File: src/rtl/marc_bus_pkg.sv
// Shared types and constants for the mARC memory bus interface unit.
package marc_bus_pkg;

  localparam int unsigned BUS_ADDR_W = 16;
  localparam int unsigned BUS_DATA_W = 16;

  typedef enum logic [1:0] {
    ST_IDLE    = 2'd0,
    ST_WR_REQ  = 2'd1,
    ST_RD_REQ  = 2'd2,
    ST_RD_DONE = 2'd3
  } bus_state_e;

  localparam logic RW_READ  = 1'b0;
  localparam logic RW_WRITE = 1'b1;

  // One posted write waiting in the write buffer
  typedef struct packed {
    logic [BUS_ADDR_W-1:0] addr;
    logic [BUS_DATA_W-1:0] data;
  } wbuf_entry_t;

endpackage

File: src/rtl/mem_bus_interface_if.sv
// Core-side and memory-side signals of the bus interface unit.
interface mem_bus_interface_if #(
  parameter int unsigned DATA_W     = 16,
  parameter int unsigned ADDR_W     = 16,
  parameter int unsigned WBUF_DEPTH = 4
) ();

  localparam int unsigned CNT_W = $clog2(WBUF_DEPTH) + 1;

  logic              core_req;
  logic              core_rw;
  logic [ADDR_W-1:0] core_addr;
  logic [DATA_W-1:0] core_wdata;
  logic [DATA_W-1:0] core_rdata;
  logic              core_stall;
  logic              core_err;
  logic              mem_req;
  logic              mem_rw;
  logic [ADDR_W-1:0] mem_addr;
  logic [DATA_W-1:0] mem_wdata;
  logic              mem_ack;
  logic [DATA_W-1:0] mem_rdata;
  logic [CNT_W-1:0]  wbuf_count;

  // Bus interface unit view: owns all main-memory traffic
  modport master (
    input  core_req, core_rw, core_addr, core_wdata, mem_ack, mem_rdata,
    output core_rdata, core_stall, core_err, mem_req, mem_rw, mem_addr,
           mem_wdata, wbuf_count
  );

  // Core plus memory view, the counterpart of master
  modport slave (
    output core_req, core_rw, core_addr, core_wdata, mem_ack, mem_rdata,
    input  core_rdata, core_stall, core_err, mem_req, mem_rw, mem_addr,
           mem_wdata, wbuf_count
  );

endinterface

File: src/rtl/wbuf_fifo.sv
// Synchronous in-order FIFO used as the posted-write buffer.
module wbuf_fifo #(
  parameter int unsigned WIDTH = 32,
  parameter int unsigned DEPTH = 4
) (
  input  logic                   clk,
  input  logic                   reset,
  input  logic                   push,
  input  logic                   pop,
  input  logic [WIDTH-1:0]       din,
  output logic [WIDTH-1:0]       dout,
  output logic                   full,
  output logic                   empty,
  output logic [$clog2(DEPTH):0] count
);

  localparam int unsigned PTR_W = $clog2(DEPTH);
  localparam int unsigned CNT_W = PTR_W + 1;

  logic [WIDTH-1:0] store [DEPTH];
  logic [PTR_W-1:0] wr_ptr;
  logic [PTR_W-1:0] rd_ptr;
  logic             push_ok;
  logic             pop_ok;

  // A full buffer refuses a push even when a pop happens in the same cycle
  assign push_ok = push & ~full;
  assign pop_ok  = pop & ~empty;
  assign full    = (count == CNT_W'(DEPTH));
  assign empty   = (count == '0);
  assign dout    = store[rd_ptr];

  // Entry storage, no reset needed
  always_ff @(posedge clk) begin
    if (push_ok) store[wr_ptr] <= din;
  end

  // Pointers and occupancy; reset flushes the buffer
  always_ff @(posedge clk) begin
    if (!reset) begin
      wr_ptr <= '0;
      rd_ptr <= '0;
      count  <= '0;
    end else begin
      if (push_ok) wr_ptr <= wr_ptr + PTR_W'(1);
      if (pop_ok)  rd_ptr <= rd_ptr + PTR_W'(1);
      case ({push_ok, pop_ok})
        2'b10:   count <= count + CNT_W'(1);
        2'b01:   count <= count - CNT_W'(1);
        default: count <= count;
      endcase
    end
  end

endmodule

File: src/rtl/mem_bus_interface.sv
// Bus interface unit: posted write buffer, read handshake, core stall and watchdog.
module mem_bus_interface
  import marc_bus_pkg::*;
#(
  parameter int unsigned DATA_W     = BUS_DATA_W,
  parameter int unsigned ADDR_W     = BUS_ADDR_W,
  parameter int unsigned WBUF_DEPTH = 4,
  parameter int unsigned TIMEOUT    = 255
) (
  input logic                 clk,
  input logic                 reset,
  mem_bus_interface_if.master bus
);

  localparam int unsigned CNT_W   = $clog2(WBUF_DEPTH) + 1;
  localparam int unsigned WD_W    = (TIMEOUT > 1) ? $clog2(TIMEOUT) : 1;
  localparam int unsigned WD_LAST = (TIMEOUT > 0) ? TIMEOUT - 1 : 0;
  localparam bit          WD_ON   = (TIMEOUT > 0);

  localparam logic [1:0] IDLE    = 2'(ST_IDLE);
  localparam logic [1:0] WR_REQ  = 2'(ST_WR_REQ);
  localparam logic [1:0] RD_REQ  = 2'(ST_RD_REQ);
  localparam logic [1:0] RD_DONE = 2'(ST_RD_DONE);

  logic [1:0]        state, state_nxt;
  logic [WD_W-1:0]   wd_cnt, wd_cnt_nxt;
  logic              mem_req_q, mem_req_nxt;
  logic              mem_rw_q, mem_rw_nxt;
  logic [ADDR_W-1:0] mem_addr_q, mem_addr_nxt;
  logic [DATA_W-1:0] mem_wdata_q, mem_wdata_nxt;
  logic [DATA_W-1:0] core_rdata_q, core_rdata_nxt;
  logic              core_err_q, core_err_nxt;

  logic              push_c;
  logic              pop_c;
  logic              expired_c;
  logic              full;
  logic              empty;
  logic [CNT_W-1:0]  wbuf_cnt;
  wbuf_entry_t       ent_in;
  wbuf_entry_t       head;

  assign ent_in.addr = BUS_ADDR_W'(bus.core_addr);
  assign ent_in.data = BUS_DATA_W'(bus.core_wdata);
  assign push_c      = bus.core_req & (bus.core_rw == RW_WRITE) & ~full;
  assign expired_c   = WD_ON && (wd_cnt == WD_W'(WD_LAST));

  wbuf_fifo #(
    .WIDTH ($bits(wbuf_entry_t)),
    .DEPTH (WBUF_DEPTH)
  ) u_wbuf (
    .clk   (clk),
    .reset (reset),
    .push  (push_c),
    .pop   (pop_c),
    .din   (ent_in),
    .dout  (head),
    .full  (full),
    .empty (empty),
    .count (wbuf_cnt)
  );

  // Next-state, request outputs and watchdog; buffered writes drain before any read
  always_comb begin
    state_nxt      = state;
    wd_cnt_nxt     = wd_cnt;
    mem_req_nxt    = mem_req_q;
    mem_rw_nxt     = mem_rw_q;
    mem_addr_nxt   = mem_addr_q;
    mem_wdata_nxt  = mem_wdata_q;
    core_rdata_nxt = core_rdata_q;
    core_err_nxt   = 1'b0;
    pop_c          = 1'b0;
    case (state)
      IDLE: begin
        if (!empty) begin
          state_nxt     = WR_REQ;
          mem_req_nxt   = 1'b1;
          mem_rw_nxt    = RW_WRITE;
          mem_addr_nxt  = ADDR_W'(head.addr);
          mem_wdata_nxt = DATA_W'(head.data);
          wd_cnt_nxt    = '0;
        end else if (bus.core_req && (bus.core_rw == RW_READ)) begin
          state_nxt    = RD_REQ;
          mem_req_nxt  = 1'b1;
          mem_rw_nxt   = RW_READ;
          mem_addr_nxt = bus.core_addr;
          wd_cnt_nxt   = '0;
        end
      end
      WR_REQ: begin
        if (bus.mem_ack || expired_c) begin
          state_nxt    = IDLE;
          mem_req_nxt  = 1'b0;
          pop_c        = 1'b1;
          core_err_nxt = ~bus.mem_ack;
        end else begin
          wd_cnt_nxt = wd_cnt + WD_W'(1);
        end
      end
      RD_REQ: begin
        if (bus.mem_ack) begin
          state_nxt      = RD_DONE;
          mem_req_nxt    = 1'b0;
          core_rdata_nxt = bus.mem_rdata;
        end else if (expired_c) begin
          state_nxt      = RD_DONE;
          mem_req_nxt    = 1'b0;
          core_rdata_nxt = '1;
          core_err_nxt   = 1'b1;
        end else begin
          wd_cnt_nxt = wd_cnt + WD_W'(1);
        end
      end
      RD_DONE: begin
        state_nxt = IDLE;
      end
      default: begin
        state_nxt   = IDLE;
        mem_req_nxt = 1'b0;
      end
    endcase
  end

  // State and output registers with synchronous active-low reset
  always_ff @(posedge clk) begin
    if (!reset) begin
      state        <= IDLE;
      wd_cnt       <= '0;
      mem_req_q    <= 1'b0;
      mem_rw_q     <= 1'b0;
      mem_addr_q   <= '0;
      mem_wdata_q  <= '0;
      core_rdata_q <= '0;
      core_err_q   <= 1'b0;
    end else begin
      state        <= state_nxt;
      wd_cnt       <= wd_cnt_nxt;
      mem_req_q    <= mem_req_nxt;
      mem_rw_q     <= mem_rw_nxt;
      mem_addr_q   <= mem_addr_nxt;
      mem_wdata_q  <= mem_wdata_nxt;
      core_rdata_q <= core_rdata_nxt;
      core_err_q   <= core_err_nxt;
    end
  end

  assign bus.mem_req    = mem_req_q;
  assign bus.mem_rw     = mem_rw_q;
  assign bus.mem_addr   = mem_addr_q;
  assign bus.mem_wdata  = mem_wdata_q;
  assign bus.core_rdata = core_rdata_q;
  assign bus.core_err   = core_err_q;
  assign bus.wbuf_count = wbuf_cnt;

  // Reads release the core only in RD_DONE; writes only wait on a full buffer
  assign bus.core_stall = ~reset |
                          (bus.core_req & ((bus.core_rw & full) |
                                           (~bus.core_rw & (state != RD_DONE))));

endmodule

File: src/flat_wrapper.sv
// flat-port wrapper written by rule: the top's interface ports become plain ports
module mem_bus_interface_flat import marc_bus_pkg::*;
#(
  parameter int unsigned DATA_W     = BUS_DATA_W,
  parameter int unsigned ADDR_W     = BUS_ADDR_W,
  parameter int unsigned WBUF_DEPTH = 4,
  parameter int unsigned TIMEOUT    = 255
)
  (clk, reset, bus_core_req, bus_core_rw, bus_core_addr, bus_core_wdata, bus_mem_ack, bus_mem_rdata, bus_core_rdata, bus_core_stall, bus_core_err, bus_mem_req, bus_mem_rw, bus_mem_addr, bus_mem_wdata, bus_wbuf_count);
  mem_bus_interface_if #(.DATA_W(DATA_W), .ADDR_W(ADDR_W), .WBUF_DEPTH(WBUF_DEPTH)) bus_i ();
  input logic clk;
  input logic reset;
  input wire logic [$bits(bus_i.core_req)-1:0] bus_core_req;
  input wire logic [$bits(bus_i.core_rw)-1:0] bus_core_rw;
  input wire logic [$bits(bus_i.core_addr)-1:0] bus_core_addr;
  input wire logic [$bits(bus_i.core_wdata)-1:0] bus_core_wdata;
  input wire logic [$bits(bus_i.mem_ack)-1:0] bus_mem_ack;
  input wire logic [$bits(bus_i.mem_rdata)-1:0] bus_mem_rdata;
  output wire logic [$bits(bus_i.core_rdata)-1:0] bus_core_rdata;
  output wire logic [$bits(bus_i.core_stall)-1:0] bus_core_stall;
  output wire logic [$bits(bus_i.core_err)-1:0] bus_core_err;
  output wire logic [$bits(bus_i.mem_req)-1:0] bus_mem_req;
  output wire logic [$bits(bus_i.mem_rw)-1:0] bus_mem_rw;
  output wire logic [$bits(bus_i.mem_addr)-1:0] bus_mem_addr;
  output wire logic [$bits(bus_i.mem_wdata)-1:0] bus_mem_wdata;
  output wire logic [$bits(bus_i.wbuf_count)-1:0] bus_wbuf_count;
  assign bus_i.core_req = bus_core_req;
  assign bus_i.core_rw = bus_core_rw;
  assign bus_i.core_addr = bus_core_addr;
  assign bus_i.core_wdata = bus_core_wdata;
  assign bus_i.mem_ack = bus_mem_ack;
  assign bus_i.mem_rdata = bus_mem_rdata;
  assign bus_core_rdata = bus_i.core_rdata;
  assign bus_core_stall = bus_i.core_stall;
  assign bus_core_err = bus_i.core_err;
  assign bus_mem_req = bus_i.mem_req;
  assign bus_mem_rw = bus_i.mem_rw;
  assign bus_mem_addr = bus_i.mem_addr;
  assign bus_mem_wdata = bus_i.mem_wdata;
  assign bus_wbuf_count = bus_i.wbuf_count;
  mem_bus_interface #(.DATA_W(DATA_W), .ADDR_W(ADDR_W), .WBUF_DEPTH(WBUF_DEPTH), .TIMEOUT(TIMEOUT)) u_core (.clk(clk), .reset(reset), .bus(bus_i));
endmodule
File: config.mk
export PLATFORM = sky130hd
export DESIGN_NAME = mem_bus_interface_flat
export DESIGN_NICKNAME = d
export VERILOG_FILES = /design/src/rtl/marc_bus_pkg.sv /design/src/rtl/mem_bus_interface_if.sv /design/src/rtl/wbuf_fifo.sv /design/src/rtl/mem_bus_interface.sv /design/src/flat_wrapper.sv
export SDC_FILE = /design/constraint.sdc
export NUM_CORES = 1
export LEC_CHECK = 0
export BUFFER_PORTS_ARGS = -buffer_cell sky130_fd_sc_hd__buf_2
export CORE_MARGIN = 2
export CORE_UTILIZATION = 55
export CTS_CLUSTER_DIAMETER = 60
export DETAILED_ROUTE_END_ITERATION = 7
export GPL_TIMING_DRIVEN = 0
export HOLD_SLACK_MARGIN = 0.15
export PLACE_DENSITY_LB_ADDON = 0.05
export SLEW_MARGIN = 20
export SYNTH_ARGS = -nofsm -noshare
export SYNTH_HDL_FRONTEND = slang
export SYNTH_HIERARCHICAL = 1
export SYNTH_SLANG_ARGS = --single-unit
export TNS_END_PERCENT = 100
File: constraint.sdc
create_clock -name clk -period 3.6 [get_ports clk]
set_input_delay 0.18 -clock clk [delete_from_list [all_inputs] [get_ports clk]]
set_output_delay 0.18 -clock clk [all_outputs]
set_load 0.02 [all_outputs]
==> metrics.txt <==
worst min path class in2reg; Final nets 753; Post-DP Area 8720 um2; Synth area leaders edfxtp_1 (49%), dfxtp_1 (18%), mux4_2 (9.2%); worst-skew pair later-pin latency between 400 and 500 ps; first-pass GRT wire length 24,900 um; root buffer cell clkbuf_16; CP Class reg2reg; Synth top area share between 40% and 50%; Vias 4,906; CP cell instances inv_1 > ha_1 > and4_1 > buf_6 > a21oi_4 > and2b_2 > nor2b_1 > ha_1 > inv_1 > fa_1 > xor2_1 > or3_1 > a21boi_1; fmax approximately 360 MHz; CTS tree done; Setup Fix Bufs, Post-CTS 0; drt drc 0; Layout Area Growth over Synthesis 24.4%; largest net degree at the start of global routing 22; detailed-routing iteration count for the pre-antenna-repair pass 4; fin. max-slew vios 0; Syn Area/Cell 15.5 um2; via/cell ratio between 5 and 6; worst reg-to-reg path cell count 13; share of layout cells above drive strength 1 slightly above 30%; YS warnings 6; Tot GR Track Use approximately 22%; Initial DRC Count 283; Post-Route WL 16,300 um; leading cell type in the layout, fill and taps excluded edfxtp_1; clk sinks between 150 and 200; GP Congestion slightly below 0.8; most frequent cells in the layout edfxtp_1 (128), buf_2 (118), dfxtp_1 (70); Seq/Total Area, Yosys 66.8%; Required @ worst endpoint roughly 4000 ps; Crit-path slowest cell fa_1; ys flop type edfxtp_1; Final Util 70.1%; Max stage delay on crit path 370 ps; syn_nets 574; WHS 271 ps; FF-to-FF End u_core/u_wbuf/count[2]; Power, Total 5790 uW; Post-synth EDFFs 128; ant diodes 0; cell count after synthesis 508; worst slew pin tran 606 ps; mapped cell area 7850 um2; hold_buf cts 50; Worst VDD drop 0.000379 V; Die H about 120 um; RR Startpoint u_core/wd_cnt[0]; clk slew on worst S/H paths about 70 ps; Initial Util 56.4%; Distinct cells, synth 54; max cap viols 0; TNS Setup 0 ps; Fin. Hold Viols 0; wire per inst 18.5 um; fin crit share 77.5%; Die Area about 15,000 um2; cell area after layout 9770 um2; post-route ant nets 0; fraction of registers with async set/reset 0%; PD cells 593 nW/um2; area leader, netlist edfxtp_1; Worst Setup SP u_core/wd_cnt[0]; GRT overflow 0; DP HPWL approximately 11,000 um; Rows 43; Worst setup endpoint u_core/u_wbuf/count[2]; CP startpoint kind register; port buffer count 106; Leak Pwr 0.00363 uW; Yosys reg bits 198; core area 13,900 um2; Data arrival, critical path 3140 ps; Clock Tree Buf Depth 2; CTS buffer count 17; CP endpoint kind register; Critical path buffers and inverters 3; critical path depth in cells 13; vias in the first global route 4,940; clock skew approximately 8.3 ps; RSZ-0062 raised after global routing false; critical path's top delay family simple AND/OR/NAND/NOR gates; status complete, no violations; die width 123 um; final setup fails 0; fin crit period 2790 ps; reg2reg setup slack 810 ps; worst relative slew slack between 50% and 60%; initial antenna violation count 0; IO Pins roughly 110; crit path max fanout 5; post-CTS sizing 0; H-tree levels 4
## cells by family after synthesis
| family | after synthesis | share of synthesized area, % |
|---|---|---|
| buffers and inverters | 44 | 3.43 |
| flip-flops | 198 | 66.8 |
| adder cells (fa/ha/maj) | 13 | 2.17 |
| AND/OR/NAND/NOR | 115 | 7.33 |
| AO/OA/AOI/OAI | 86 | 8.59 |
| multiplexers | 50 | 11.5 |
| XOR/XNOR | 2 | 0.223 |
## layer usage
metal	vias up	wire (um)	global-route usage, %
met5	-	0	0
met3	20	746	4.89
met1	2440	7110	28.0
met2	136	8140	37.7
li1	2310	-	-
met4	0	307	8.81
## how the worst min path moves through the flow
stage,startpoint,end,depth (start not counted)
finish,bus_core_req,u_core/bus.mem_addr[0],5
global route,bus_core_req,u_core/bus.mem_addr[0],5
CTS,bus_core_req,u_core/bus.mem_addr[0],5
detailed placement,bus_core_wdata[0],u_core/u_wbuf/store[2][0],1
global placement,bus_core_wdata[0],u_core/u_wbuf/store[1][0],1
floorplan,bus_core_wdata[0],u_core/u_wbuf/store[0][0],0
## through the flow
| step | setup WS [ps] | std cells |
|---|---|---|
| after global routing | 665 | 880 |
| after global placement | 713 | 794 |
| final | 808 | 880 |
| after CTS | 794 | 880 |
| after detailed placement | 860 | 798 |
| after floorplan | 1090 | 508 |
## final cells by class
type | instances | area [um2]
Multi-Input combinational cell | 266 | 2340
Tap cell | 180 | 225
Clock buffer | 18 | 429
Buffer | 32 | 224
Fill cell | 963 | 4170
Inverter | 12 | 45.0
Sequential cell | 198 | 5250
Timing Repair Buffer | 160 | 1130
Clock inverter | 14 | 124
## flip-flops by register name (all words and copies together) (netlist names), named ones only
register and cells:
u_core/bus.mem_wdata 16, u_core/u_wbuf/count 3, u_core/u_wbuf/rd_ptr 2, u_core/bus.mem_addr 16
u_core/u_wbuf/store 128, u_core/bus.core_rdata 16, u_core/bus.mem_req 1, u_core/bus.mem_rw 1
u_core/wd_cnt 8, u_core/bus.core_err 1, u_core/state 2, u_core/u_wbuf/wr_ptr 2
## worst min-delay path: cells and delay by family
family                 cells  cell delay, ps
AOI/OAI and AO/OA          2             150
buffers and inverters      1             130
and+or+nand+nor            2             180
## synth_stat cells (7+ instances only)
cell / count
dfxtp_1: 70
a211oi_1: 16
nor2_1: 18
inv_1: 10
ha_1: 12
o221a_1: 10
nand3_1: 7
o221a_2: 7
mux2i_1: 18
edfxtp_1: 128
o21ai_0: 8
nand2_1: 51
mux4_2: 32
buf_2: 12
a21oi_1: 25
clkbuf_1: 12
## where the power goes
group,switching (uW),leakage (uW),internal (uW)
Sequential,108,0.00173,2600
Clock,810,0.000265,959
Combinational,785,0.00163,529
Total,1700,0.00363,4090
No activity file was read; power rests on OpenSTA's default activity.
